**config.mk**
```make
export PLATFORM = sky130hd
export DESIGN_NAME = enigma_cipher_pipe
export DESIGN_NICKNAME = d
export VERILOG_FILES = /design/src/rtl/enigma_cipher_pipe.sv
export SDC_FILE = /design/constraint.sdc
export NUM_CORES = 1
export LEC_CHECK = 0
export CELL_PAD_IN_SITES_DETAIL_PLACEMENT = 1
export CELL_PAD_IN_SITES_GLOBAL_PLACEMENT = 2
export CORE_ASPECT_RATIO = 0.9
export CORE_MARGIN = 2
export CORE_UTILIZATION = 34
export CTS_CLUSTER_SIZE = 25
export DETAILED_ROUTE_END_ITERATION = 8
export GPL_TIMING_DRIVEN = 0
export PLACE_DENSITY_LB_ADDON = 0.1
export SLEW_MARGIN = 40
export SYNTH_ARGS = -nofsm -noshare
export SYNTH_HDL_FRONTEND = slang
export SYNTH_SLANG_ARGS = --single-unit
```
**constraint.sdc**
```tcl
create_clock -name clk -period 28.9 [get_ports clk]
set_clock_uncertainty 0.2 [all_clocks]
set_input_delay 5.78 -clock clk [delete_from_list [all_inputs] [get_ports clk]]
set_output_delay 5.78 -clock clk [all_outputs]
set_load 0.005 [all_outputs]
```
**src/rtl/enigma_cipher_pipe.sv**
```systemverilog
// rtl/enigma_cipher_pipe.sv - pipelined Enigma I/M3/M4 cipher core with rotor stepping
// S0 letter+positions, S1 forward path, S2 backward path, then plugboarded output register.
module enigma_cipher_pipe #(
  parameter bit M4 = 1'b0
) (
  input  logic         clk,
  input  logic         rst_n,
  input  logic         cfg_load,
  input  logic [2:0]   rotor_sel_l,
  input  logic [2:0]   rotor_sel_m,
  input  logic [2:0]   rotor_sel_r,
  input  logic [4:0]   ring_l,
  input  logic [4:0]   ring_m,
  input  logic [4:0]   ring_r,
  input  logic [4:0]   ring_g,
  input  logic [4:0]   start_l,
  input  logic [4:0]   start_m,
  input  logic [4:0]   start_r,
  input  logic [4:0]   start_g,
  input  logic         greek_sel,
  input  logic         refl_sel,
  input  logic [129:0] plug_map,
  input  logic         in_valid,
  input  logic [4:0]   in_letter,
  output logic         in_ready,
  output logic         out_valid,
  output logic [4:0]   out_letter,
  input  logic         out_ready,
  output logic [4:0]   pos_l,
  output logic [4:0]   pos_m,
  output logic [4:0]   pos_r,
  output logic [4:0]   pos_g
);

  localparam logic [207:0] W_I      = "EKMFLGDQVZNTOWYHXUSPAIBRCJ";
  localparam logic [207:0] W_II     = "AJDKSIRUXBLHWTMCQGZNPYFVOE";
  localparam logic [207:0] W_III    = "BDFHJLCPRTXVZNYEIWGAKMUSQO";
  localparam logic [207:0] W_IV     = "ESOVPZJAYQUIRHXLNFTGKDCMWB";
  localparam logic [207:0] W_V      = "VZBRGITYUPSDNHLXAWMJQOFECK";
  localparam logic [207:0] W_BETA   = "LEYJVCNIXWPBQMDRTAKZGFUHOS";
  localparam logic [207:0] W_GAMMA  = "FSOKANUERHMBTIYCWLQPZXVGJD";
  localparam logic [207:0] R_B      = "YRUHQSLDPXNGOKMIEBFZCWVJAT";
  localparam logic [207:0] R_C      = "FVPJIAOYEDRZXWGCTKUQSBNMHL";
  localparam logic [207:0] R_B_THIN = "ENKQAUYWJICOPBLMDXZVFTHRGS";
  localparam logic [207:0] R_C_THIN = "RDOBJNTKVEHMLFCWZAXGYIPSUQ";

  // Tables are ASCII strings; letter 0 sits in the most significant byte.
  function automatic logic [4:0] tab(input logic [207:0] t, input logic [4:0] i);
    logic [7:0] sh;
    logic [7:0] c;
    if (i > 5'd25) return 5'd0;
    sh = {3'd0, 5'd25 - i} << 3;
    c  = t[sh +: 8] - 8'd65;
    return c[4:0];
  endfunction

  function automatic logic [4:0] mod26(input logic [5:0] v);
    return (v >= 6'd26) ? 5'(v - 6'd26) : v[4:0];
  endfunction

  function automatic logic [4:0] inc26(input logic [4:0] v);
    return (v == 5'd25) ? 5'd0 : v + 5'd1;
  endfunction

  // Codes 0..4 are rotors I..V, 8/9 are Beta/Gamma; anything else reads as 0.
  function automatic logic [4:0] wiring(input logic [3:0] code, input logic [4:0] i);
    case (code)
      4'd0:    return tab(W_I, i);
      4'd1:    return tab(W_II, i);
      4'd2:    return tab(W_III, i);
      4'd3:    return tab(W_IV, i);
      4'd4:    return tab(W_V, i);
      4'd8:    return tab(W_BETA, i);
      4'd9:    return tab(W_GAMMA, i);
      default: return 5'd0;
    endcase
  endfunction

  function automatic logic [4:0] wiring_inv(input logic [3:0] code, input logic [4:0] x);
    logic [4:0] r;
    r = 5'd0;
    if (code <= 4'd4 || code == 4'd8 || code == 4'd9)
      for (int j = 0; j < 26; j++)
        if (wiring(code, 5'(j)) == x) r = 5'(j);
    return r;
  endfunction

  function automatic logic [4:0] rotor(input logic [3:0] code, input logic [4:0] pos,
                                       input logic [4:0] ring, input logic [4:0] in, input logic inv);
    logic [4:0] off;
    logic [4:0] idx;
    logic [4:0] w;
    off = mod26({1'b0, pos} + 6'd26 - {1'b0, ring});
    idx = mod26({1'b0, in} + {1'b0, off});
    w   = inv ? wiring_inv(code, idx) : wiring(code, idx);
    return mod26({1'b0, w} + 6'd26 - {1'b0, off});
  endfunction

  function automatic logic [4:0] reflect(input logic sel, input logic [4:0] i);
    if (M4) return sel ? tab(R_C_THIN, i) : tab(R_B_THIN, i);
    return sel ? tab(R_C, i) : tab(R_B, i);
  endfunction

  function automatic logic [4:0] plug(input logic [129:0] map, input logic [4:0] i);
    logic [7:0] b;
    if (i > 5'd25) return 5'd0;
    b = {3'd0, i} * 8'd5;
    return map[b +: 5];
  endfunction

  function automatic logic at_notch(input logic [2:0] sel, input logic [4:0] pos);
    case (sel)
      3'd0:    return pos == 5'd16;
      3'd1:    return pos == 5'd4;
      3'd2:    return pos == 5'd21;
      3'd3:    return pos == 5'd9;
      3'd4:    return pos == 5'd25;
      default: return 1'b0;
    endcase
  endfunction

  logic       s0_v, s1_v, s2_v;
  logic [4:0] s0_letter, s1_letter, s2_letter;
  logic [4:0] s0_l, s0_m, s0_r, s0_g, s1_l, s1_m, s1_r, s1_g;
  logic [4:0] nxt_l, nxt_m, nxt_r, fwd, bwd;
  logic       stall, accept, mid_turn, r_turn;
  logic [3:0] code_l, code_m, code_r, code_g;

  assign code_l   = {1'b0, rotor_sel_l};
  assign code_m   = {1'b0, rotor_sel_m};
  assign code_r   = {1'b0, rotor_sel_r};
  assign code_g   = greek_sel ? 4'd9 : 4'd8;
  assign stall    = out_valid && !out_ready;
  assign in_ready = !stall && !cfg_load;
  assign accept   = in_valid && in_ready;

  // Middle rotor at its own notch turns itself and the left rotor: the double-step.
  assign mid_turn = at_notch(rotor_sel_m, pos_m);
  assign r_turn   = at_notch(rotor_sel_r, pos_r);
  assign nxt_r    = inc26(pos_r);
  assign nxt_m    = (r_turn || mid_turn) ? inc26(pos_m) : pos_m;
  assign nxt_l    = mid_turn ? inc26(pos_l) : pos_l;

  always_comb begin
    fwd = plug(plug_map, s0_letter);
    fwd = rotor(code_r, s0_r, ring_r, fwd, 1'b0);
    fwd = rotor(code_m, s0_m, ring_m, fwd, 1'b0);
    fwd = rotor(code_l, s0_l, ring_l, fwd, 1'b0);
    if (M4) fwd = rotor(code_g, s0_g, ring_g, fwd, 1'b0);
  end

  always_comb begin
    bwd = reflect(refl_sel, s1_letter);
    if (M4) bwd = rotor(code_g, s1_g, ring_g, bwd, 1'b1);
    bwd = rotor(code_l, s1_l, ring_l, bwd, 1'b1);
    bwd = rotor(code_m, s1_m, ring_m, bwd, 1'b1);
    bwd = rotor(code_r, s1_r, ring_r, bwd, 1'b1);
  end

  always_ff @(posedge clk or negedge rst_n) begin
    if (!rst_n) begin
      pos_l <= '0; pos_m <= '0; pos_r <= '0; pos_g <= '0;
      s0_v <= 1'b0; s1_v <= 1'b0; s2_v <= 1'b0; out_valid <= 1'b0;
      s0_letter <= '0; s1_letter <= '0; s2_letter <= '0; out_letter <= '0;
      s0_l <= '0; s0_m <= '0; s0_r <= '0; s0_g <= '0;
      s1_l <= '0; s1_m <= '0; s1_r <= '0; s1_g <= '0;
    end else if (cfg_load) begin
      pos_l <= start_l; pos_m <= start_m; pos_r <= start_r; pos_g <= start_g;
      s0_v <= 1'b0; s1_v <= 1'b0; s2_v <= 1'b0; out_valid <= 1'b0;
    end else begin
      if (accept) begin
        pos_l <= nxt_l; pos_m <= nxt_m; pos_r <= nxt_r;
      end
      if (!stall) begin
        s0_v <= accept;
        if (accept) begin
          s0_letter <= in_letter;
          s0_l <= nxt_l; s0_m <= nxt_m; s0_r <= nxt_r; s0_g <= pos_g;
        end
        s1_v <= s0_v; s1_letter <= fwd;
        s1_l <= s0_l; s1_m <= s0_m; s1_r <= s0_r; s1_g <= s0_g;
        s2_v <= s1_v; s2_letter <= bwd;
        out_valid  <= s2_v;
        out_letter <= plug(plug_map, s2_letter);
      end
    end
  end

endmodule

```
; Word level (Yosys, flattened, before mapping)
; Index checks and enable logic that the tools add are counted.
[word_totals]
elab_cells = 591
reg_bits = 74
[op_classes]
mul = 2
shifts = 19
n_eq_ne = 99
n_bitwise = 2
n_mux = 319
n_lt_le_gt_ge = 27
reduce_logical = 33
n_addsub = 72
[op_table]
columns = cell, n
row1 = indexed part select 208 x 9 -> 5 bit (first input constant), 17
row2 = one-hot mux 5 bit (5 select lines), 42
row3 = 2-to-1 mux 5 bit, 205
row4 = one-hot mux 5 bit (4 select lines), 24
row5 = equality test 5 bit, 75
row6 = indexed part select 130 x 9 -> 5 bit, 2
row7 = one-hot mux 4 bit (5 select lines), 6
row8 = greater-or-equal comparator 6 x 5 -> 1 bit (second input constant), 18
row9 = subtractor 5 bit (second input constant), 18
row10 = subtractor 5 x 1 -> 5 bit (second input constant), 17
row11 = adder 5 x 5 -> 6 bit (second input constant), 12
row12 = subtractor 6 x 5 -> 6 bit, 12
row13 = one-hot mux 4 bit (4 select lines), 3
row14 = one-hot mux 5 bit (3 select lines), 3
row15 = adder 5 x 5 -> 6 bit, 6
row16 = OR reduction 2 bit, 18
row17 = equality test 5 bit (second input constant), 7
row18 = 2-to-1 mux 1 bit, 34
row19 = greater-than comparator 5 bit (second input constant), 6
row20 = subtractor 5 bit (first input constant), 4
row21 = equality test 3 x 2 -> 1 bit (second input constant), 6
row22 = multiplier 5 x 3 -> 8 bit (second input constant), 2
row23 = adder 5 x 1 -> 5 bit (second input constant), 3
row24 = logical NOT 4 bit, 3
row25 = other kinds (15), 30

; Longest topological paths before layout
[depth]
word_depth = 107
ltp_mapped = 111

; Worst setup path after synthesis
; OpenSTA, ideal clock, no wires.
[synth_path]
path_type = in2reg
from = in ring_r[1]
to = reg s1_letter[4]
cell_stages = 102
required_time_ns = 28.617
setup_slack_ns = 2.398
t_arrival_ns = 26.220
cell_sequence = ha_1 -> inv_1 -> ha_1 -> fa_1 -> a21o_1 -> a21oi_1 -> xnor2_1 -> a21oi_1 -> xnor2_1 -> ha_1 -> a21o_1 -> a21oi_1 -> xnor2_1 -> nand3_1 -> nand2_1 -> mux2_2 -> inv_2 -> ha_1 -> [... 66 more ...] -> clkbuf_1 -> o211ai_1 -> a31oi_1 -> ha_1 -> mux2i_1 -> a21oi_1 -> o21ai_0 -> nand2_1 -> ha_1 -> inv_1 -> ha_1 -> fa_1 -> a21o_1 -> a21oi_1 -> xnor2_1 -> nand2_1 -> mux2_2 -> o21ai_0
[synth_via]
elab_chain_len = 39
word_cells_on_any_way = 103
cone_classes = 35 x add/sub / 10 x order compare / 15 x shift / 43 x mux
[synth_rtl]
columns = item, line
row1 = "start, declared", 14  ; input logic [4:0] ring_r,
row2 = subtractor 6 x 5 -> 6 bit (*), 93  ; off = mod26({1'b0, pos} + 6'd26 - {1'b0, ring});
row3 = subtractor 5 bit / greater-or-equal comparator 6 x 5 -> 1 bit (equally long branches), 58  ; return (v >= 6'd26) ? 5'(v - 6'd26) : v[4:0];
row4 = 2-to-1 mux 5 bit (*), 58
row5 = adder 5 x 5 -> 6 bit, 94  ; idx = mod26({1'b0, in} + {1'b0, off});
row6 = subtractor 5 bit / greater-or-equal comparator 6 x 5 -> 1 bit (equally long branches), 58
row7 = 2-to-1 mux 5 bit, 58
row8 = subtractor 5 bit / greater-than comparator 5 bit (equally long branches), -
row9 = indexed part select 208 x 9 -> 5 bit / 2-to-1 mux 1 bit (equally long branches), -
row10 = [... 23 more ...], -
row11 = indexed part select 208 x 9 -> 5 bit / 2-to-1 mux 1 bit (equally long branches), "53, 51"
row12 = subtractor 5 x 1 -> 5 bit / 2-to-1 mux 1 bit (equally long branches), "53, 67"
row13 = 2-to-1 mux 5 bit, 52  ; sh = {3'd0, 5'd25 - i} << 3;
row14 = one-hot mux 5 bit (5 select lines) (*), 67  ; case (code)
row15 = adder 5 x 5 -> 6 bit (*), 96  ; return mod26({1'b0, w} + 6'd26 - {1'b0, off});
row16 = subtractor 6 x 5 -> 6 bit (*), 96
row17 = subtractor 5 bit / greater-or-equal comparator 6 x 5 -> 1 bit (equally long branches), 58
row18 = 2-to-1 mux 5 bit (*), 58
row19 = "end signal, assigned", 180  ; s1_v <= s0_v; s1_letter <= fwd;
row20 = "end, declared", 123  ; logic [4:0] s0_letter, s1_letter, s2_letter;
; Mark *: on every way between the ends. The rest lies on a longest branch, timed or not. The select of a mux whose other input is x is not followed.
; A chain may end at the register's enable or synchronous reset.

; Worst setup path after layout
[layout_path]
from = in ring_l[1]
to = reg s2_letter[3]
[layout_via]
elab_chain_len = 105
word_cells_on_any_way = 184
cone_classes = 17 x add/sub / 7 x order compare / 75 x eq/ne / 85 x mux
[layout_rtl]
columns = item, line
row1 = "start, declared", 12  ; input logic [4:0] ring_l,
row2 = subtractor 6 x 5 -> 6 bit (*), 93
row3 = subtractor 5 bit / greater-or-equal comparator 6 x 5 -> 1 bit (equally long branches), 58
row4 = 2-to-1 mux 5 bit (*), 58
row5 = adder 5 x 5 -> 6 bit, 94
row6 = subtractor 5 bit / greater-or-equal comparator 6 x 5 -> 1 bit (equally long branches), 58
row7 = 2-to-1 mux 5 bit, 58
row8 = equality test 5 bit, 84  ; if (wiring(code, 5'(j)) == x) r = 5'(j);
row9 = 2-to-1 mux 1 bit, 84
row10 = [... 67 more ...], -
row11 = 2-to-1 mux 1 bit, 84
row12 = 2-to-1 mux 5 bit (23 in a row), 84
row13 = 2-to-1 mux 5 bit (*), 84
row14 = 2-to-1 mux 5 bit (*), 82  ; if (code <= 4'd4 || code == 4'd8 || code == 4'd9)
row15 = adder 5 x 5 -> 6 bit (*), 96
row16 = subtractor 6 x 5 -> 6 bit (*), 96
row17 = subtractor 5 bit / greater-or-equal comparator 6 x 5 -> 1 bit (equally long branches), 58
row18 = 2-to-1 mux 5 bit (*), 58
row19 = "end signal, assigned", 182  ; s2_v <= s1_v; s2_letter <= bwd;
row20 = "end, declared", 123
; Mark *: on every way between the ends. The rest lies on a longest branch, timed or not.

==> metrics.md <==
| Metric | Value |
|---|---|
| Crit path required time | 28.92 ns |
| Rel. slew slack | 41.74% |
| Critical path type | in -> reg |
| Final net count | 4194 |
| Synth top area share | 11.31% |
| Top cells by area, synth | ha_1, dfrtp_1, a21oi_1, nand2_1, mux4_2 |
| TritonCTS clock tree | yes |
| Drt pass-1 iters | 6 |
| Vias in the first global route | 31.43k |
| Synth async-reset ratio | 100.0% |
| Clk sink count | 74 |
| Startpoint types | input port |
| R2r setup slk | 5.40 ns |
| Final Non-Filler Cells | 4712 |
| Area grow syn2layout | 19.53% |
| Mapped Area | 24230 um2 |
| Wire per inst | 28.00 um |
| Maxcap violations | 0 |
| Most frequent cells in the layout | nand2_1, nor2_1, a21oi_1, o21ai_0, inv_1 |
| Initial antenna violation count | 6 |
| Global-route wire length before repair | 197.6 mm |
| Die width | 285.4 um |
| Fin. max-slew vios | 0 |
| Worst Setup End Kind | flip-flop |
| Cell taking the most area after synthesis | ha_1 |
| Row count | 92 |
| Initial drt markers | 3396 |
| Global route overflow | 0 |
| Hold buffers post-CTS | 0 |
| Max stage delay on crit path | 0.54 ns |
| Clock transition at path regs | 0.06 ns |
| Worst-margin pin slew | 0.8739 ns |
| HP Start | s0_r[3]$_DFFE_PN0P_ |
| Yosys reg bits | 74 |
| Fin crit period | 27.99 ns |
| Final Hold Vio Count | 0 |
| Gr usage total | 34.43% |
| Ys Warns | 0 |
| Pin count of the biggest net entering global routing | 59 |
| Dpl cells | 4670 |
| Routed Antenna Nets | 0 |
| Total CTS buffers | 9 |
| CP dominant cell by count | a21oi_1 |
| IO Port Bufs | 206 |
| Critical Path AT | 28.01 ns |
| Sequential area share after synthesis | 7.644% |
| HPWL Detailed | 103.6 mm |
| Root buffer cell | clkbuf_16 |
| Placed cell areas | 27570 um2 |
| # fillers | 8820 |
| Fin worst setup slack | 0.9093 ns |
| Clock buffer depth | 2 |
| Status | completed |
| Reg-to-Reg Start | s1_letter[1]$_DFFE_PN0P_ |
| Post-place setup slack | -3.727 ns |
| Maximum clock frequency | 35.73 MHz |
| EDFF count, synth | 0 |
| WHS Path Cells | 2 |
| Synth cell types | 102 |
| Via density | 6.584 |
| Avg Cell Area, Syn | 6.878 um2 |
| Hold crit path type | reg -> reg |
| RR Endpoint | s2_letter[3]$_DFFE_PN0P_ |
| Ratio of final minimum period to clock period | 96.85% |
| DRC | 0 |
| Wirelength, routed | 131.9 mm |
| CP Max Fanout | 10 |
| Multi-input gate area | 21230 um2 |
| Top FF cell, synth | dfrtp_1 |
| Die Y | 257.2 um |
| Io pins | 218 |
| Layout cells sized above 1 | 10.63% |
| Commonest non-fill, non-tap cell in the layout | nand2_1 |
| WHS Endpoint | s1_r[3]$_DFFE_PN0P_ |
| Core ar. | 70330 um2 |
| Total number of vias | 31.02k |
| # H-tree levels | 3 |
| GP Congestion | 1.047 |
| Clock Latency Late Sink | 0.36 ns |
| Reg area | 1852 um2 |
| Endpoints failing setup | 0 |
| Reg2Reg Depth | 91 |
| Initial Util | 34.44% |
| Mapped Nets | 3950 |
| Cells after Synth | 3522 |
| Crit-path slowest cell | fa_1 |
| Post-route cell area | 28960 um2 |
| DIE AREA | 73410 um2 |
[area by class of cell]
cell class	instances	area share [%]
repair buffers	238	8.058
clock buffers	10	0.7907
clock inverters	6	0.3154
diodes	1	0.008642
plain buffers	255	4.023
multi-input cells	2957	73.32
flip-flops and latches	74	6.395
well taps	940	4.062
inverters	231	3.029
[through the flow]
stage	utilization, %	TNS, ns	hold slack [ns]
final	41.17	0	0.2881
after global placement	39.05	-16.39	0.2612
after detailed placement	39.19	-23.00	0.2746
after CTS	40.06	0	0.2912
after global routing	41.17	-0.7830	0.3139
after floorplan	-	0	0.2498
[registers in the layout, indices dropped and copies added, names as in the netlist]
signal and cells:
out_letter 5, s1_r 5, s0_v 1, pos_r 5
s0_letter 5, s1_l 5, s0_m 5, out_valid 1
s2_letter 5, s0_r 5, pos_m 5, s2_v 1
pos_g 5, s1_v 1, s1_letter 5, pos_l 5
s1_m 5, s0_l 5
[critical path: cells and delay by family]
| kind | cells | cell delay (ns) |
|---|---|---|
| AO/OA/AOI/OAI | 38 | 8.90 |
| XOR/XNOR | 11 | 2.99 |
| adder cells (fa/ha/maj) | 14 | 4.63 |
| buffers and inverters | 14 | 3.24 |
| AND/OR/NAND/NOR | 10 | 2.42 |
[cell families after synthesis]
group,synth area share (%)
compound gates,31.90
xor+xnor,7.158
fa+ha+maj,12.93
buf+inv,7.964
flops,7.644
mux,10.47
simple gates,21.93
[metal layers]
layer  vias up  part of all wire, %  GRT usage, %
li1      13520                    -             -
met1     15470                   43         47.21
met2      1735                   44         54.00
met3       288                  9.8         7.695
met4         6                  3.1         9.570
met5         -                0.035             0
[synth_stat cells, types with 27 or more instances]
cell type    n
nand2_1    380
a21oi_1    320
nor2_1     319
o21ai_0    248
inv_1      221
ha_1       219
clkbuf_1   204
nand3_1    142
xnor2_1    125
nor3_1     121
mux2i_1     87
dfrtp_1     74
o22ai_1     74
a21o_1      62
mux4_2      61
o211ai_1    59
a31oi_1     49
xor2_1      49
a211oi_1    41
o221ai_1    29
buf_2       27
[timing repair]
action | CTS | global route
gates resized for setup | 78 | 170
pin swaps | 3 | 12
endpoints found under the setup margin | 9 | 9
buffers inserted | 6 | 22
[worst max path at each step]
stage | from | to | slack, ns | depth (start not counted)
3_5_place_dp | ring_r[2] | s1_letter[3]$_DFFE_PN0P_ | -3.73 | 105
6_report | ring_l[1] | s2_letter[3]$_DFFE_PN0P_ | 0.91 | 87
2_1_floorplan | ring_r[1] | s1_letter[4]$_DFFE_PN0P_ | 2.40 | 102
4_1_cts | ring_l[1] | s2_letter[3]$_DFFE_PN0P_ | 0.002 | 89
5_1_grt | ring_r[1] | s1_letter[3]$_DFFE_PN0P_ | -0.20 | 102
3_3_place_gp | ring_r[2] | s1_letter[3]$_DFFE_PN0P_ | -3.02 | 103
Power is left out: the tool's default activity adds up to more than one toggle a clock period on the data nets, which glitch-free logic cannot reach.
